### src/rtl/prog_loader_ctrl.sv
// UART-driven instruction-memory loader: 16-bit little-endian word-count header, then LE 32-bit words.
// Optional inter-byte watchdog enabled by defining LOADER_TIMEOUT_EN.
module prog_loader_ctrl #(
  parameter int ADDR_W         = 14,
  parameter int TIMEOUT_CYCLES = 10000000
) (
  input  logic              clk,
  input  logic              rst,
  input  logic              start_i,
  input  logic              rx_valid_i,
  input  logic [7:0]        rx_data_i,
  output logic              upg_rst_o,
  output logic              upg_wen_o,
  output logic [ADDR_W-1:0] upg_adr_o,
  output logic [31:0]       upg_dat_o,
  output logic              upg_done_o,
  output logic              busy_o,
  output logic              err_o
);

  typedef enum logic [2:0] {IDLE, LEN_LO, LEN_HI, DATA, DONE, ERROR} state_t;

  state_t            state_q, state_d;
  logic [15:0]       len_q, len_d;
  logic [1:0]        bcnt_q, bcnt_d;
  logic [ADDR_W:0]   wcnt_q, wcnt_d;
  logic [23:0]       buf_q, buf_d;
  logic              wen_q, wen_d;
  logic [ADDR_W-1:0] adr_q, adr_d;
  logic [31:0]       dat_q, dat_d;
  logic [15:0]       new_len;
  logic              words_done;
`ifdef LOADER_TIMEOUT_EN
  logic [31:0]       tmo_q, tmo_d;
`endif

  assign new_len    = {rx_data_i, len_q[7:0]};
  // The counter is bumped with the strobe, so equality holds exactly while the last strobe is out.
  assign words_done = (32'(wcnt_q) == 32'(len_q));

  always_comb begin
    state_d = state_q;
    len_d   = len_q;
    bcnt_d  = bcnt_q;
    wcnt_d  = wcnt_q;
    buf_d   = buf_q;
    wen_d   = 1'b0;
    adr_d   = adr_q;
    dat_d   = dat_q;
`ifdef LOADER_TIMEOUT_EN
    tmo_d   = tmo_q;
`endif
    case (state_q)
      IDLE, DONE, ERROR: begin
        if (start_i) begin
          state_d = LEN_LO;
          wcnt_d  = '0;
          bcnt_d  = '0;
        end
      end
      LEN_LO: begin
        if (rx_valid_i) begin
          len_d[7:0] = rx_data_i;
          state_d    = LEN_HI;
        end
      end
      LEN_HI: begin
        if (rx_valid_i) begin
          len_d[15:8] = rx_data_i;
          if (new_len == 16'd0)                         state_d = DONE;
          else if (32'(new_len) > (32'd1 << ADDR_W))    state_d = ERROR;
          else                                          state_d = DATA;
        end
      end
      DATA: begin
        if (wen_q && words_done) begin
          state_d = DONE;
        end else if (rx_valid_i && !words_done) begin
          bcnt_d = bcnt_q + 2'd1;
          if (bcnt_q == 2'd3) begin
            wen_d  = 1'b1;
            dat_d  = {rx_data_i, buf_q};
            adr_d  = wcnt_q[ADDR_W-1:0];
            wcnt_d = wcnt_q + 1'b1;
          end else begin
            buf_d[8*bcnt_q +: 8] = rx_data_i;
          end
        end
      end
      default: state_d = IDLE;
    endcase
`ifdef LOADER_TIMEOUT_EN
    if (state_q == LEN_LO || state_q == LEN_HI || state_q == DATA) begin
      if (rx_valid_i) begin
        tmo_d = '0;
      end else begin
        tmo_d = tmo_q + 32'd1;
        if (tmo_q == 32'(TIMEOUT_CYCLES - 1)) state_d = ERROR;
      end
    end
    if (state_d == LEN_LO && state_q != LEN_LO) tmo_d = '0;
`endif
  end

  always_ff @(posedge clk or posedge rst) begin
    if (rst) begin
      state_q <= IDLE;
      len_q   <= '0;
      bcnt_q  <= '0;
      wcnt_q  <= '0;
      buf_q   <= '0;
      wen_q   <= 1'b0;
      adr_q   <= '0;
      dat_q   <= '0;
`ifdef LOADER_TIMEOUT_EN
      tmo_q   <= '0;
`endif
    end else begin
      state_q <= state_d;
      len_q   <= len_d;
      bcnt_q  <= bcnt_d;
      wcnt_q  <= wcnt_d;
      buf_q   <= buf_d;
      wen_q   <= wen_d;
      adr_q   <= adr_d;
      dat_q   <= dat_d;
`ifdef LOADER_TIMEOUT_EN
      tmo_q   <= tmo_d;
`endif
    end
  end

  // err_o is sticky by construction: ERROR is only left through start_i.
  assign upg_rst_o  = (state_q == IDLE) || (state_q == ERROR);
  assign upg_done_o = (state_q == DONE);
  assign err_o      = (state_q == ERROR);
  assign busy_o     = (state_q == LEN_LO) || (state_q == LEN_HI) || (state_q == DATA);
  assign upg_wen_o  = wen_q;
  assign upg_adr_o  = adr_q;
  assign upg_dat_o  = dat_q;

endmodule

### config.mk
export PLATFORM = sky130hd
export DESIGN_NAME = prog_loader_ctrl
export DESIGN_NICKNAME = d
export VERILOG_FILES = /design/src/rtl/prog_loader_ctrl.sv
export SDC_FILE = /design/constraint.sdc
export NUM_CORES = 1
export LEC_CHECK = 0
export ABC_AREA = 1
export CAP_MARGIN = 10
export CORE_MARGIN = 2
export CORE_UTILIZATION = 45
export CTS_CLUSTER_DIAMETER = 40
export CTS_CLUSTER_SIZE = 30
export DETAILED_ROUTE_END_ITERATION = 7
export PLACE_DENSITY = 0.77
export REMOVE_ABC_BUFFERS = 1
export SETUP_SLACK_MARGIN = 0.1
export SLEW_MARGIN = 30
export SYNTH_ARGS = -nofsm -noshare
export SYNTH_HDL_FRONTEND = slang
export SYNTH_SLANG_ARGS = --single-unit
### constraint.sdc
create_clock -name clk -period 6.38 [get_ports clk]
set_input_delay 1.914 -clock clk [delete_from_list [all_inputs] [get_ports clk]]
set_output_delay 1.914 -clock clk [all_outputs]
set_load 0.01 [all_outputs]
# [Word-level counts from Yosys, hierarchy flattened]
# Cells that the tools add are included.
# W data, S select, Z words.
[word_totals] reg_bits=107 inputBits=12 output_inout_bits=51 word_cells=69
[op_classes] add_sub_neg=3 order_cmp=1 eq_ne=14 shift=2 mux=21 bitwise_logic=2 n_reduce_logical=17
[op_table] cell="$mux W15" count=4
[op_table] cell="$neg A5 Y34" count=1
[op_table] cell="$shift A8 B34 Y24 const A" count=1
[op_table] cell="$shiftx A8 B34 Y24" count=1
[op_table] cell="$pmux W15 S2" count=1
[op_table] cell="$bwmux W24" count=1
[op_table] cell="$mux W3" count=6
[op_table] cell="$eq A15 B16 Y1" count=1
[op_table] cell="$gt A16 B15 Y1 const B" count=1
[op_table] cell="$logic_not A16 Y1" count=1
[op_table] cell="$reduce_and A4 Y1" count=4
[op_table] cell="$add A15 B1 Y15 const B" count=1
[op_table] cell="$ne A2 B2 Y1 const B" count=7
[op_table] cell="$pmux W3 S4" count=1
[op_table] cell="$eq A3 B2 Y1 const B" count=2
[op_table] cell="$eq A3 B3 Y1 const B" count=2
[op_table] cell="$mux W2" count=3
[op_table] cell="$reduce_and A5 Y1" count=1
[op_table] cell="$mux W1" count=4
[op_table] cell="$pmux W2 S2" count=1
[op_table] cell="$reduce_and A2 Y1" count=2
[op_table] cell="$eq A3 B1 Y1 const B" count=1
[op_table] cell="$logic_not A3 Y1" count=1
[op_table] cell="$logic_or A1 B1 Y1" count=3
[op_table] cell="other kinds (7)" count=9

# [Logic depth before layout (Yosys ltp)]
[depth] ltp_word=6 mapped_depth=12 depth_no_buf=11

# [Worst setup path after synthesis]
# No wires, ideal clock.
[synth_timing] path_type="input to register" start="in rx_valid_i" end="reg adr_q[4] (netlist: upg_adr_o[4])" setup_time_ps=133 arrival_ps=2750 required_ps=6247 path_slack_ps=3496 cell_stages=6 path_buffers=3 cell_sequence="clkbuf_1 nand3_4 buf_6 buf_6 nand2_1 o21ai_0"
[synth_between] elab_chain_cells=2
[synth_rtl] element="start: declaration" line_no="10" source="input logic rx_valid_i,"
[synth_rtl] element="$logic_and A1 B1 Y1" line_no="78" source="end else if (rx_valid_i && !words_done) begin"
[synth_rtl] element="$reduce_and A4 Y1 (no line)"
[synth_rtl] element="end signal: assignment" line_no="125" source="adr_q <= adr_d;"
[synth_rtl] element="end: declaration" line_no="29" source="logic [ADDR_W-1:0] adr_q, adr_d;"
# No other way between the ends.
# A chain may end at the register's enable or synchronous reset.

# [Worst setup path in the final report]
[layout_timing] start="in rx_valid_i" end="reg dat_q[22] (netlist: upg_dat_o[22])"
[layout_between] elab_chain_cells=2
[layout_rtl] element="$logic_and A1 B1 Y1" line_no="78"
[layout_rtl] element="$reduce_and A4 Y1 (no line)"
[layout_rtl] element="end signal: assignment" line_no="126" source="dat_q <= dat_d;"
[layout_rtl] element="end: declaration" line_no="30" source="logic [31:0] dat_q, dat_d;"
# No other way between the ends.

==> impl_metrics.ini <==
[detailed_routing]
first_pass_iters = 5
drc = 0
vias = 4440
drtIter0Drc = 228
antenna_left = 0
routedWlPerCell_um = 13.7
viasPerCell = 5.06
drt-total-wl_um = 12000

[floorplanning]
dieWidth_um = 111
io_pins = 63
start_util_pct = 46.5
rows = 38
die_y_um = 111
die_area_um2 = 12200
fp.coreArea_um2 = 11000

[setup_path]
critPathMaxFanout = 86
r2r_start = state_q[0]
path_class = in -> reg
cpMaxStageDelayCell = nand3_4
critical_path_buf_inv_count = 2
cp-start-kind = input port
worst_ep_arrival_time_ns = 4.30
startpoint = rx_valid_i
crit_cells = 5
critPathMaxStageDelay_ns = 0.73
crit_path_cell_trace = clkdlybuf4s50_1 > nand3_4 > inv_2 > nand2_1 > nand2_1
required_ns = 6.67
ff2ff_path_depth = 8
worst_setup_path_end_kind = flip-flop
crit_top_cell = nand2_1
crit_family = buffers and inverters

[power_and_ir_drop]
power.total_mw = 1.84
peakVddDrop_mv = 0.195
p_per_area_nw_per_um2 = 303
p_leak_nw = 3.06

[timing]
hold_viol = 0
worst_pin_slew_ns = 0.906
final-setup-viol-count = 0
slew_violations = 0
fin_crit_ns = 4.02
hold_ws_ns = 0.480
slew_headroom_pct = 39.6
fmax_ghz = 0.249
rsz0062_at_grt = false
fin_crit_sh_pct = 63.0
fin_skew_ns = 0.0108
setup_tns_ns = 0

[global_routing]
track_usage_pct = 20.0
grt.overflow.total = 0
antenna_found_initial = 0
grt_max_degree = 87
grt_pass1_vias = 4413
grt_first_pass_wirelength_um = 20400

[placed_design]
portBuffers = 62
place_congestion = 0.851
hpwl_um = 8300
placed_cell_area_um2 = 5790

[clock_tree]
cts_tree = yes
post_cts_resized = 0
cts_buffers = 9
clkTransAtPathRegs_ns = 0.08
clock_latency_ns = 0.35
cts-htree-levels = 3
cts-root-buf = clkbuf_16
cts_setup_buffers = 0
max-clock-path-buffers = 2
cts_sinks = 107
ctsHoldBuffers = 0

[layout]
drive_gt1_share_pct = 5.02
nNetsFinal = 750
area_delta_synth_final_pct = 19.1
final-seq-area_um2 = 2680
multi_input_area_um2 = 2090
final_area_um2 = 6090
num_antenna_cells = 0
fillers = 1025

[min_path]
hold_path_depth = 2
hold_path_class = reg -> reg
hold_start = buf_q[1]

[synth]
seq_area_frac_synth_pct = 52.4
postSynthCellCount = 676
yosys_warnings = 0
avgSynthCellArea_um2 = 7.56
ys_ff_latch = 107
yosysUniqueCellTypes = 23
synth_area_um2 = 5110

[run_status]
status = complete, no violations

[job]
maxCapViolCount = 0
registers in the layout, summed over array words and instances, names as in the netlist:
| signal | count |
|---|---|
| buf_q | 24 |
| upg_wen_o | 1 |
| upg_dat_o | 32 |
| upg_adr_o | 14 |
| len_q | 16 |
| bcnt_q | 2 |
| wcnt_q | 15 |
| state_q | 3 |
cell families after synthesis:
logic type | count (synthesis) | synth area share (%)
XOR/XNOR | 3 | 0.514
flip-flops | 107 | 52.4
buffers and inverters | 77 | 6.76
adder cells (fa/ha/maj) | 6 | 1.47
AND/OR/NAND/NOR | 428 | 33.4
AO/OA/AOI/OAI | 55 | 5.46
power by group:
part           leakage [nW]  internal (mW)  switching, mW
Combinational          1.45          0.154          0.316
Clock                 0.143          0.284          0.260
Sequential             1.46          0.761         0.0692
path summary, 6_finish.rpt:
| path | end | slack (ns) |
|---|---|---|
| setup / recovery | upg_dat_o[22] | 2.36 |
| hold / removal | upg_dat_o[1] | 0.48 |
| setup reg to reg | upg_dat_o[22] | 2.97 |
| hold reg to reg | upg_dat_o[1] | 0.48 |
| max in group asynchronous | upg_adr_o[9] | 3.26 |
| min in group asynchronous | upg_dat_o[0] | 2.07 |
placed cells by master, fill, tap and decap left out, types with 3 or more instances in the layout:
| cell | synthesis | layout |
|---|---|---|
| nand2_1 | 310 | 310 |
| nor3_1 | 5 | 5 |
| a21oi_1 | 10 | 10 |
| inv_2 | 9 | 9 |
| ha_1 | 6 | 6 |
| o21ai_1 | 9 | 9 |
| inv_1 | 50 | 49 |
| nand3_1 | 34 | 34 |
| nor2_1 | 65 | 65 |
| dfrtp_1 | 107 | 107 |
| nor2_2 | 6 | 6 |
| clkdlybuf4s50_1 | 0 | 62 |
| nand4_1 | 3 | 3 |
| o21ai_0 | 34 | 34 |
| clkbuf_16 | 0 | 9 |
| xor2_1 | 3 | 3 |
synth_stat cells, drive strengths merged:
cell type / instances / area, um2
nand2: 312 / 1180
dfrtp: 107 / 2680
nor2: 71 / 282
inv: 59 / 221
o21ai: 43 / 215
nand3: 35 / 188
a21oi: 10 / 50.1
buf: 10 / 93.8
clkbuf: 8 / 30.0
ha: 6 / 75.1
nor3: 6 / 35.0
nand4: 3 / 18.8
xor2: 3 / 26.3
a31oi: 1 / 6.26
nor3b: 1 / 7.51
o21a: 1 / 7.51
cell type report:
cell class	instances	area share, %
timing repair buffer	63	10.3
inverter	59	3.68
multi-input combinational	492	34.3
clock buffer	10	3.93
tap	140	2.88
clock inverter	6	0.925
sequential	107	44.0
routing by layer:
metal / global-route usage, % / up-vias / wire length [um]
li1: - / 2193 / -
met1: 25.6 / 2055 / 5180
met2: 33.9 / 158 / 5740
met3: 4.17 / 34 / 777
met4: 6.92 / 0 / 333
met5: 0 / - / 0
through the flow:
step,cells,worst slack (ns),util [%]
finish,877,2.36,55.4
floorplan,658,1.65,-
global placement,861,2.09,52.7
detailed placement,861,2.00,52.7
CTS,877,2.37,55.4
global route,877,2.12,55.4
worst reg2reg max path, delay by kind of cell (launching register included):
family	cells	cell delay [ns]
buffers and inverters	3	1.14
AND/OR/NAND/NOR	5	1.78
flip-flops	1	0.44
Note: power is estimated with default switching activity, not from simulation.
